$ cat src/rtl/hazard_scoreboard.sv
// Register hazard scoreboard for a multi-slot in-order issue stage.
// Tracks in-flight writers and loads per architectural register and gates issue.
module hazard_scoreboard #(
  parameter int ISSUE_WIDTH = 2,
  parameter int CNT_W       = 2
) (
  input  logic                        clock,
  input  logic                        reset,
  input  logic [ISSUE_WIDTH-1:0]      issue_valid,
  input  logic [ISSUE_WIDTH-1:0][4:0] issue_rs1,
  input  logic [ISSUE_WIDTH-1:0][4:0] issue_rs2,
  input  logic [ISSUE_WIDTH-1:0][4:0] issue_rd,
  input  logic [ISSUE_WIDTH-1:0]      issue_regwrite,
  input  logic [ISSUE_WIDTH-1:0]      issue_is_load,
  output logic [ISSUE_WIDTH-1:0]      issue_ready,
  input  logic [ISSUE_WIDTH-1:0]      wb_valid,
  input  logic [ISSUE_WIDTH-1:0]      wb_is_load,
  input  logic [ISSUE_WIDTH-1:0][4:0] wb_rd,
  input  logic                        flush,
  output logic                        pending_any,
  output logic [15:0]                 stall_cycles,
  output logic                        sb_error
);

  // Wide enough to hold a counter plus every slot's increment without wrapping.
  localparam int SW = CNT_W + 4;
  typedef logic [SW-1:0] sum_t;
  localparam sum_t CNT_MAX = sum_t'({CNT_W{1'b1}});

  logic [CNT_W-1:0] pend_q [32];
  logic [CNT_W-1:0] pend_d [32];
  logic [CNT_W-1:0] load_q [32];
  logic [CNT_W-1:0] load_d [32];
  sum_t             pend_inc [32];
  sum_t             pend_dec [32];
  sum_t             load_inc [32];
  sum_t             load_dec [32];
  logic             err_q, err_d;
  logic [15:0]      stall_q, stall_d;
  logic [ISSUE_WIDTH-1:0] fire;
  logic             chain_ok, hz;
  sum_t             p_tot, l_tot;

  function automatic logic [CNT_W-1:0] clamp_hi(input sum_t v);
    return (v > CNT_MAX) ? {CNT_W{1'b1}} : v[CNT_W-1:0];
  endfunction

  always_comb begin
    for (int r = 0; r < 32; r++) begin
      pend_dec[r] = '0;
      load_dec[r] = '0;
    end
    for (int r = 1; r < 32; r++) begin
      for (int i = 0; i < ISSUE_WIDTH; i++) begin
        if (wb_valid[i] && wb_rd[i] == 5'(r)) begin
          pend_dec[r] = pend_dec[r] + sum_t'(1);
          if (wb_is_load[i]) load_dec[r] = load_dec[r] + sum_t'(1);
        end
      end
    end
  end

  // Handshake: slot i fires when issue_valid[i] and issue_ready[i] are both high
  // in the same cycle; ready is combinational and never depends on issue_valid[i].
  always_comb begin
    issue_ready = '0;
    hz          = 1'b0;
    chain_ok    = !flush;
    for (int i = 0; i < ISSUE_WIDTH; i++) begin
      hz = 1'b0;
      // A load retiring this cycle may release the consumer early.
      if (issue_rs1[i] != 5'd0 && sum_t'(load_q[issue_rs1[i]]) > load_dec[issue_rs1[i]])
        hz = 1'b1;
      if (issue_rs2[i] != 5'd0 && sum_t'(load_q[issue_rs2[i]]) > load_dec[issue_rs2[i]])
        hz = 1'b1;
      if (issue_regwrite[i] && issue_rd[i] != 5'd0 && pend_q[issue_rd[i]] == {CNT_W{1'b1}})
        hz = 1'b1;
      for (int j = 0; j < ISSUE_WIDTH; j++) begin
        if (j < i && issue_valid[j] && issue_regwrite[j] && issue_rd[j] != 5'd0 &&
            (issue_rd[j] == issue_rs1[i] || issue_rd[j] == issue_rs2[i] ||
             issue_rd[j] == issue_rd[i]))
          hz = 1'b1;
      end
      chain_ok       = chain_ok && !hz;
      issue_ready[i] = chain_ok;
    end
  end

  assign fire = issue_valid & issue_ready;

  always_comb begin
    for (int r = 0; r < 32; r++) begin
      pend_inc[r] = '0;
      load_inc[r] = '0;
    end
    for (int r = 1; r < 32; r++) begin
      for (int i = 0; i < ISSUE_WIDTH; i++) begin
        if (fire[i] && issue_regwrite[i] && issue_rd[i] == 5'(r)) begin
          pend_inc[r] = pend_inc[r] + sum_t'(1);
          if (issue_is_load[i]) load_inc[r] = load_inc[r] + sum_t'(1);
        end
      end
    end
  end

  always_comb begin
    err_d       = err_q;
    pending_any = 1'b0;
    p_tot       = '0;
    l_tot       = '0;
    for (int r = 0; r < 32; r++) begin
      pend_d[r] = '0;
      load_d[r] = '0;
    end
    for (int r = 1; r < 32; r++) begin
      pending_any = pending_any | (pend_q[r] != '0);
      p_tot = sum_t'(pend_q[r]) + pend_inc[r];
      l_tot = sum_t'(load_q[r]) + load_inc[r];
      if (!flush) begin
        if (pend_dec[r] > p_tot) err_d = 1'b1;
        else                     pend_d[r] = clamp_hi(p_tot - pend_dec[r]);
        if (load_dec[r] > l_tot) err_d = 1'b1;
        else                     load_d[r] = clamp_hi(l_tot - load_dec[r]);
      end
    end
  end

  assign stall_d = (issue_valid[0] && !issue_ready[0] && stall_q != 16'hFFFF) ?
                   stall_q + 16'd1 : stall_q;

  always_ff @(posedge clock or negedge reset) begin
    if (!reset) begin
      for (int r = 0; r < 32; r++) begin
        pend_q[r] <= '0;
        load_q[r] <= '0;
      end
      err_q   <= 1'b0;
      stall_q <= '0;
    end else begin
      pend_q  <= pend_d;
      load_q  <= load_d;
      err_q   <= err_d;
      stall_q <= stall_d;
    end
  end

  assign stall_cycles = stall_q;
  assign sb_error     = err_q;

endmodule

$ cat config.mk
export PLATFORM = sky130hd
export DESIGN_NAME = hazard_scoreboard
export DESIGN_NICKNAME = d
export VERILOG_FILES = /design/src/rtl/hazard_scoreboard.sv
export SDC_FILE = /design/constraint.sdc
export NUM_CORES = 1
export LEC_CHECK = 0
export CORE_ASPECT_RATIO = 1.1
export CORE_UTILIZATION = 40
export DETAILED_ROUTE_END_ITERATION = 7
export PLACE_DENSITY_LB_ADDON = 0.25
export REMOVE_ABC_BUFFERS = 1
export SLEW_MARGIN = 20
export SYNTH_ARGS = -nofsm -noshare
export SYNTH_HDL_FRONTEND = slang
export SYNTH_SLANG_ARGS = --single-unit
$ cat constraint.sdc
create_clock -name clock -period 7.5 [get_ports clock]
set_clock_uncertainty 0.1 [all_clocks]
set_input_delay 0.75 -clock clock [delete_from_list [all_inputs] [get_ports clock]]
set_output_delay 0.75 -clock clock [all_outputs]
set_load 0.05 [all_outputs]
**Word-level counts from Yosys, hierarchy flattened**

Cells that the tools add are included.

- $add $sub $neg: 249
- Order comparisons: 134
- Eq/ne operators: 130
- Mux-type cells: 628
- Bitwise gates (word level): 37
- Reduce and logical (&&, ||, !) cells: 184

Operators with widths:

| operator | count |
|---|---|
| $mux 6 | 221 |
| $add 6x1->6 const B | 124 |
| $mux 2 | 198 |
| $add 2x6->6 | 62 |
| $gt 6x2->1 const B | 62 |
| $gt 6x6->1 | 62 |
| $sub 6x6->6 | 62 |
| $eq 5x5->1 const B | 64 |
| $mux 1 | 199 |
| $eq 5x4->1 const B | 32 |
| $logic_and 1x1->1 | 141 |
| $bmux 6 s5 | 4 |
| $eq 5x3->1 const B | 16 |
| $reduce_bool 2->1 | 31 |
| $bmux 2 s5 | 6 |
| $eq 5x2->1 const B | 8 |
| $ge 6x6->1 const B | 6 |
| $not 5->6 | 6 |
| $or 1x1->1 | 30 |
| $reduce_bool 5->1 | 6 |
| $gt 2x6->1 | 4 |
| $eq 5x1->1 const B | 4 |
| $add 16x1->16 const B | 1 |
| $ne 16x16->1 const B | 1 |
| 5 further kinds | 12 |

- Register bits: 141
- Bits of input ports: 53
- Word-level logic and storage cells: 1,426

**Longest topological paths before layout**

Gate-level depths: netlist (run 1).

- Depth in word-level cells: 118
- Depth in mapped cells: 35
- Depth with buffers taken out: 31

**Worst setup path after synthesis (run 1)**

No wires, ideal clock.

- Kind: input port to flip-flop
- From: input port wb_valid[0]
- To: register err_q, in the netlist sb_error
- Library setup time: 0.132 ns
- Data arrival time: 7.239 ns
- Required time: 7.268 ns
- Slack: 0.029 ns
- Stages: 30
- Buffers on the path: 4
- Path through: clkbuf_1 -> or4b_2 -> nor2_1 -> ha_1 -> mux2_2 -> mux4_2 -> and4b_1 -> a221oi_1 -> o211ai_1 -> ha_1 -> nand2_1 -> o21ai_0 -> a21oi_1 -> nor3_1 -> and3_1 -> buf_6 -> buf_6 -> nand3_1 -> buf_2 -> nor2_1 -> ha_1 -> ha_1 -> inv_1 -> fa_1 -> fa_1 -> ha_1 -> nor4_1 -> nand4_1 -> nor4_1 -> o21bai_1

- Longest elaborated chain between the ends: 116

Ends and longest elaborated chain:

| element | line | source |
|---|---|---|
| start, declared | 16 | `input logic [ISSUE_WIDTH-1:0] wb_valid,` |
| $logic_and 1x1->1 | 55 | `if (wb_valid[i] && wb_rd[i] == 5'(r)) begin` |
| $mux 6 or $mux 1 (tied branches) | 55 |  |
| $add 6x1->6 | 57 | `if (wb_is_load[i]) load_dec[r] = load_dec[r] + sum_t'(1);` |
| $mux 6 | 57 |  |
| $mux 6 | 55 |  |
| $bmux 6 s5 | 72 | `if (issue_rs1[i] != 5'd0 && sum_t'(load_q[issue_rs1[i]]) > load_dec[issue_rs1[i]])` |
| $mux 6 (not written as such) (2 in series) | 72 |  |
| $gt 2x6->1 | 72 |  |
| [... 100 more ...] | -- |  |
| $mux 1 | 119 | `if (!flush) begin` |
| $mux 1 | 120 | `if (pend_dec[r] > p_tot) err_d = 1'b1;` |
| $mux 1 | 122 | `if (load_dec[r] > l_tot) err_d = 1'b1;` |
| $mux 1 | 119 |  |
| $mux 1 | 120 |  |
| $mux 1 | 122 |  |
| $mux 1 (*) | 119 |  |
| via err_d | 38 | `logic err_q, err_d;` |
| end signal, assigned | 142 | `err_q <= err_d;` |
| end, declared | 38 |  |

The timed path passes the listed nets; every way through them passes the cells marked *. The select of a mux whose other input is x is not followed.
A chain may end at the register's enable or synchronous reset.

**Final worst setup path (run 1)**

- From: input port wb_rd[4] (netlist bit)
- To: register err_q, in the netlist sb_error

- Longest elaborated chain between the ends: 117

Ends and longest elaborated chain:

| element | line | source |
|---|---|---|
| start, declared | 18 | `input logic [ISSUE_WIDTH-1:0][4:0] wb_rd,` |
| $eq 5x5->1 (tied with other cells) | 55 |  |
| $logic_and 1x1->1 | 55 |  |
| $mux 6 or $mux 1 (tied branches) | 55 |  |
| $add 6x1->6 | 57 |  |
| $mux 6 | 57 |  |
| $mux 6 | 55 |  |
| $bmux 6 s5 | 72 |  |
| $mux 6 (not written as such) (2 in series) | 72 |  |
| [... 101 more ...] | -- |  |
| $mux 1 | 119 |  |
| $mux 1 | 120 |  |
| $mux 1 | 122 |  |
| $mux 1 | 119 |  |
| $mux 1 | 120 |  |
| $mux 1 | 122 |  |
| $mux 1 (*) | 119 |  |
| via err_d | 38 |  |

Marks and branches as above.

==> impl_metrics.env, run 1 <==
export IMPL_p_clk_frac=0.261
export IMPL_final_cells=3839
export IMPL_combPwrFrac=0.437
export IMPL_slew_violations=0
export IMPL_dr_pass1_iters=7
export IMPL_synth_edf_count=0
export IMPL_intPower_mw=2.22
export IMPL_grt_most_used_layer="met2"
export IMPL_outcome="complete, but fails checks"
export IMPL_final_layout_size_suffix_gt1_frac=0.310
export IMPL_fill_cells=5338
export IMPL_p_leak_nw=14.3
export IMPL_cts_buffer_depth=2
export IMPL_wl_per_cell_um=26.1
export IMPL_synthDistinctLibCells=71
export IMPL_synthCells=2580
export IMPL_hold_class="reg2reg"
export IMPL_setup_violations_final=0
export IMPL_drtIter0Drc=1981
export IMPL_hold_viol=0
export IMPL_nets=3686
export IMPL_wl_um=100000
export IMPL_pwr_share_seq=0.302
export IMPL_cts_buffers=17
export IMPL_slew_headroom=0.240
export IMPL_areaGrowthSynthToFinish_pct=29.9
export IMPL_row_count=93
export IMPL_power_total_mw=3.88
export IMPL_dieWidth_um=234
export IMPL_startpoint="wb_rd[4]"
export IMPL_ff_latch_area_sq_um=3530
export IMPL_arrival_ns=7.61
export IMPL_violations="DRC"
export IMPL_antenna_found_initial=0
export IMPL_fp_coreArea_sq_um=58500
export IMPL_cts_sink_count=141
export IMPL_grt_pass1_wl_um=148000
export IMPL_power_share_switching=0.428
export IMPL_multi_input_area_sq_um=18700
export IMPL_start_kind="input pin"
export IMPL_dp_cells=3783
export IMPL_worst_setup_path_type="in2reg"
export IMPL_synthArstFlopShare=1.00
export IMPL_diodes=0
export IMPL_ios=73
export IMPL_ys_ff_latch=141
export IMPL_die_h_um=257
export IMPL_p_per_area_nw_per_um2=126
export IMPL_fin_crit_ns=7.33
export IMPL_hpwlAfterDp_um=82300
export IMPL_postSynthAreaPerCell_sq_um=9.19
export IMPL_finalCritPeriodShare=0.977
export IMPL_synth_area_sq_um=23700
export IMPL_gr_usage_met1=0.454
export IMPL_clk_insertion_delay_late_ns=0.52
export IMPL_setup_ws_ns=0.171
export IMPL_final_common_cell="inv_1"
export IMPL_rrSetupSlack_ns=1.12
export IMPL_cts_root_buf="clkbuf_16"
export IMPL_avgViaCountPerCell=5.81
export IMPL_tightest_slew_ns=1.14
export IMPL_die_area_sq_um=60300
export IMPL_grt_pass1_vias=22911
export IMPL_yosys_warnings=0
export IMPL_grt_overflow=0
export IMPL_grt_max_degree=62
export IMPL_htreeDepth=4
export IMPL_gp_congestion=0.985
export IMPL_pre_cts_ws_ns=-1.31
export IMPL_vias=22321
export IMPL_grt_util_met3=0.0623
export IMPL_grtUsageMet2=0.538
export IMPL_end_kind="flop"
export IMPL_cpPeakStageDelay_ns=0.49
export IMPL_synthFlopType="dfrtp_1"
export IMPL_required_ns=7.78
export IMPL_start_util=0.405
export IMPL_ir_drop_v=0.000202
export IMPL_final_cell_mix="inv_1 (537), buf_4 (475), ha_1 (402)"
export IMPL_post_route_drc_count=1
export IMPL_cap_viol_max_count=0
export IMPL_max_freq_ghz=0.136
export IMPL_cts_tree="done"
export IMPL_r2r_start="load_q[37]"
export IMPL_slowest_stage="mux4_2"
export IMPL_grt_usage=0.342
export IMPL_detail_route_antenna_nets=0
export IMPL_ys_seq_area_frac=0.149
export IMPL_critPathMaxFanout=8
export IMPL_holdCritStartpoint="stall_cycles[6]"
export IMPL_io_buffers=72
export IMPL_path_clk_slew_ns=0.08
export IMPL_p_switching_mw=1.66
-- synth_stat cells, drive strengths merged (3+ instances only) --
master,n,area (sq um)
a211o,4,35.0
a211oi,195,1460
a21oi,12,60.1
a221oi,3,26.3
a22o,7,61.3
a31o,5,43.8
a41o,18,180
and2,5,31.3
and3,5,31.3
and4b,4,40.0
buf,46,241
clkbuf,78,293
dfrtp,141,3530
fa,124,2480
ha,443,5540
inv,550,2060
mux2,31,349
mux2i,42,420
mux4,136,3060
nand2,104,390
nand2b,11,68.8
nand3,88,440
nand3b,10,75.1
nand4,20,125
nand4b,6,52.6
nand4bb,7,78.8
nor2,263,987
nor2b,17,106
nor3,36,180
nor3b,6,45.0
nor4,38,263
nor4b,5,50.0
o2111ai,3,26.3
o211ai,7,52.6
o21ai,20,100
o22ai,16,100
or2,5,31.3
or3b,3,26.3
or4,6,45.0
or4b,3,30.0
xnor2,8,70.1
xor2,22,193
-- layout make-up --
class,instances,area share
Clock inverter,15,0.00715
Clock buffer,17,0.0138
Sequential cell,141,0.114
Timing Repair Buffer,591,0.161
Multi-Input combinational cell,1763,0.606
Inverter,552,0.0672
Tap cell,760,0.0309
-- metrics by stage --
stage                     cell area, sq um  hold WS [ns]  TNS, ns  utilization
final                                30800         0.398        0        0.527
after global routing                 30800         0.424  -0.0178        0.527
after CTS                            30200         0.402        0        0.516
after detailed placement             28800         0.391   -57.49        0.491
after global placement               28800         0.382   -51.10        0.491
after floorplan                      23200         0.354   -10.58            -
-- final timing paths --
kind	to	cells past startpoint
setup / recovery	sb_error	35
hold / removal	stall_cycles[6]	1
setup reg to reg	sb_error	26
hold reg to reg	stall_cycles[6]	1
max in group asynchronous	pend_q[22]	3
min in group asynchronous	load_q[55]	2
-- logic make-up after synthesis --
family,count (synthesis),share of synthesized area
mux,209,0.162
buf+inv,676,0.110
flops,141,0.149
compound gates,310,0.0980
simple gates,647,0.132
xor+xnor,30,0.0111
fa+ha+maj,567,0.338
-- per-layer routing --
| layer | vias up | share of wire |
|---|---|---|
| met5 | - | 0 |
| met2 | 910 | 0.46 |
| met3 | 201 | 0.075 |
| met1 | 11326 | 0.42 |
| li1 | 9884 | - |
| met4 | 0 | 0.046 |
-- what timing repair did --
action / CTS / global route
hold endpoints to repair: 22 / 0
resized for setup: 171 / 135
cloned: 1 / 5
pin swaps: 45 / 54
setup endpoints to repair: 28 / 9
buffers inserted: 9 / 12
hold buffers: 1 / 0
-- power groups by stage --
stage                     clock, mW  combinational [mW]  sequential [mW]
after floorplan                   0               0.882             1.09
after global placement            0                1.53             1.16
after detailed placement          0                1.58             1.17
after CTS                      1.02                1.65             1.16
after global routing           1.05                1.85             1.18
final                          1.01                1.69             1.17
-- sequential cells by signal (all words and copies together), names as in the netlist --
name / cells
load_q: 62
sb_error: 1
stall_cycles: 16
pend_q: 62
-- worst max-delay path: cells and delay by family --
kind / cells / cell delay [ns]
adders and majority gates: 7 / 1.90
muxes: 2 / 0.80
buffers and inverters: 10 / 1.40
AOI/OAI and AO/OA: 5 / 0.91
and+or+nand+nor: 11 / 1.84
No activity file was read; power rests on OpenSTA's default activity.
==> run 2: changes to the inputs <==
Settings changed: DONT_BUFFER_PORTS set to 1.
Clock period 7.5 ns to 7.37 ns, I/O delays scaled along.
==> run 2 against run 1 <==
Effect of this change: the run still ends with DRC left; non-clock buffer count down 179; critical path depth down 6; design area down 8.2%; combinational power down 20%; first-iteration DRC count up 12%; routed wire length down 4.7%; sequential share of layout area up 1.0 points; via count down 2.2%; core utilization down 4.3 points; power down 8.7%; clock-buffer cell count up 1; critical path type unchanged.
==> impl_metrics.env, run 2 (synthesized netlist as in run 1, its figures left out) <==
export IMPL_final_common_cell="inv_1"
export IMPL_final_cell_mix="inv_1 (549), ha_1 (432), buf_4 (404)"
export IMPL_finalCritPeriodShare=0.979
export IMPL_hold_class="in2async"
export IMPL_clk_insertion_delay_late_ns=0.50
export IMPL_cts_root_buf="clkbuf_16"
export IMPL_reg2reg_depth=30
export IMPL_top_layer="met5"
export IMPL_violations="DRC"
export IMPL_finalInstanceArea_sq_um=28300
export IMPL_cts_buffer_depth=2
export IMPL_fin_crit_ns=7.21
export IMPL_final_layout_size_suffix_gt1_frac=0.247
export IMPL_ios=73
export IMPL_antenna_found_initial=1
export IMPL_nets=3507
export IMPL_detail_route_antenna_nets=0
export IMPL_required_ns=7.66
export IMPL_crit_buf_inv=5
export IMPL_io_buffers=0
export IMPL_p_leak_nw=13.2
export IMPL_cts_buffers=17
export IMPL_diodes=0
export IMPL_end_kind="flop"
export IMPL_place_area_sq_um=27200
export IMPL_outcome="complete, but fails checks"
export IMPL_slowest_stage="mux4_2"
export IMPL_max_freq_ghz=0.139
export IMPL_htreeDepth=4
export IMPL_vias=21826
export IMPL_setup_violations_final=0
export IMPL_die_h_um=257
export IMPL_grt_usage=0.324
export IMPL_arrival_ns=7.50
export IMPL_wl_per_cell_um=26.1
export IMPL_crit_path_frequent_cell="ha_1"
export IMPL_areaGrowthSynthToFinish_pct=19.3
export IMPL_wl_um=95600
export IMPL_dieWidth_um=234
export IMPL_holdWs_ns=0.0724
export IMPL_crit_family="simple AND/OR/NAND/NOR gates"
export IMPL_tightest_slew_ns=1.21
export IMPL_grt_pass1_vias=21902
export IMPL_grt_max_degree=142
export IMPL_grt_overflow=0
export IMPL_dr_pass1_iters=7
export IMPL_p_per_area_nw_per_um2=125
export IMPL_setup_ws_ns=0.158
export IMPL_drtIter0Drc=2215
export IMPL_cts_sink_count=141
export IMPL_pre_cts_ws_ns=-0.889
export IMPL_gp_congestion=1.03
export IMPL_slew_violations=0
export IMPL_fp_coreArea_sq_um=58500
export IMPL_power_total_mw=3.54
export IMPL_route_met2_wl_um=42600
export IMPL_cap_viol_max_count=0
export IMPL_die_area_sq_um=60300
export IMPL_grt_pass1_wl_um=141000
export IMPL_path_clk_slew_ns=0.08
export IMPL_cp_num_cells=29
export IMPL_avgViaCountPerCell=5.96
export IMPL_slew_headroom=0.188
export IMPL_ir_drop_v=0.000207
export IMPL_post_route_drc_count=1
export IMPL_worst_setup_path_type="in2reg"
export IMPL_start_util=0.405
export IMPL_hold_viol=0
export IMPL_start_kind="input pin"
export IMPL_dr_wl_met3_um=9580
export IMPL_hpwlAfterDp_um=75900
export IMPL_cpPeakStageDelay_ns=0.48
export IMPL_cts_tree="done"
export IMPL_wl_met1_um=36700
export IMPL_row_count=93
export IMPL_critPathMaxFanout=9
[run 2: path summary, 6_finish.rpt]
| kind | from | to | slack [ns] |
|---|---|---|---|
| max | wb_rd[1] | sb_error | 0.16 |
| min | reset | load_q[43] | 0.07 |
| max reg2reg | load_q[35] | sb_error | 0.83 |
| min reg2reg | stall_cycles[10] | stall_cycles[10] | 0.73 |
| max in group asynchronous | reset | pend_q[3] | 6.23 |
| min in group clock | flush | load_q[45] | 0.23 |
[run 2: worst reg2reg max path: cells and delay by family (launching register included)]
kind	cells	cell delay, ns
AO/OA/AOI/OAI	4	0.42
AND/OR/NAND/NOR	8	1.29
buffers and inverters	9	1.18
flip-flops	1	0.44
multiplexers	3	1.38
adder cells (fa/ha/maj)	6	1.65
[run 2: area by class of cell]
cell class	instances	area [sq um]
Clock buffer	18	439
Inverter	552	2070
Timing Repair Buffer	412	3160
Multi-Input combinational cell	1763	18000
Tap cell	760	951
Fill cell	5486	30200
Clock inverter	14	151
Sequential cell	141	3530
[run 2: per-stage QoR]
step                       util  instances  setup TNS [ns]
after global placement    0.465       3623           -1.30
after global routing      0.483       3660         -0.0671
final                     0.483       3660               0
after floorplan               -       2456          -20.75
after CTS                 0.477       3657               0
after detailed placement  0.465       3623           -2.50
[run 2: where the power goes]
group,switching [mW],leakage [nW],internal (mW)
Clock,0.459,0.278,0.486
Sequential,0.319,1.90,0.915
Combinational,0.703,11.0,0.658
Total,1.48,13.2,2.06
[run 2: timing repair]
action                                  in CTS  in global routing
endpoints found under the setup margin       1                  1
pin swaps                                    0                 20
resized for setup                           12                 95
setup buffers                                1                  2
endpoints found under the hold margin      141                  0
hold buffers                                 1                  0
gates cloned                                 0                  1
[run 2: per-layer routing]
| layer | vias up | global-route usage |
|---|---|---|
| met4 | 6 | 0.194 |
| met5 | - | 0 |
| li1 | 9510 | - |
| met3 | 291 | 0.0802 |
| met2 | 1147 | 0.496 |
| met1 | 10872 | 0.410 |
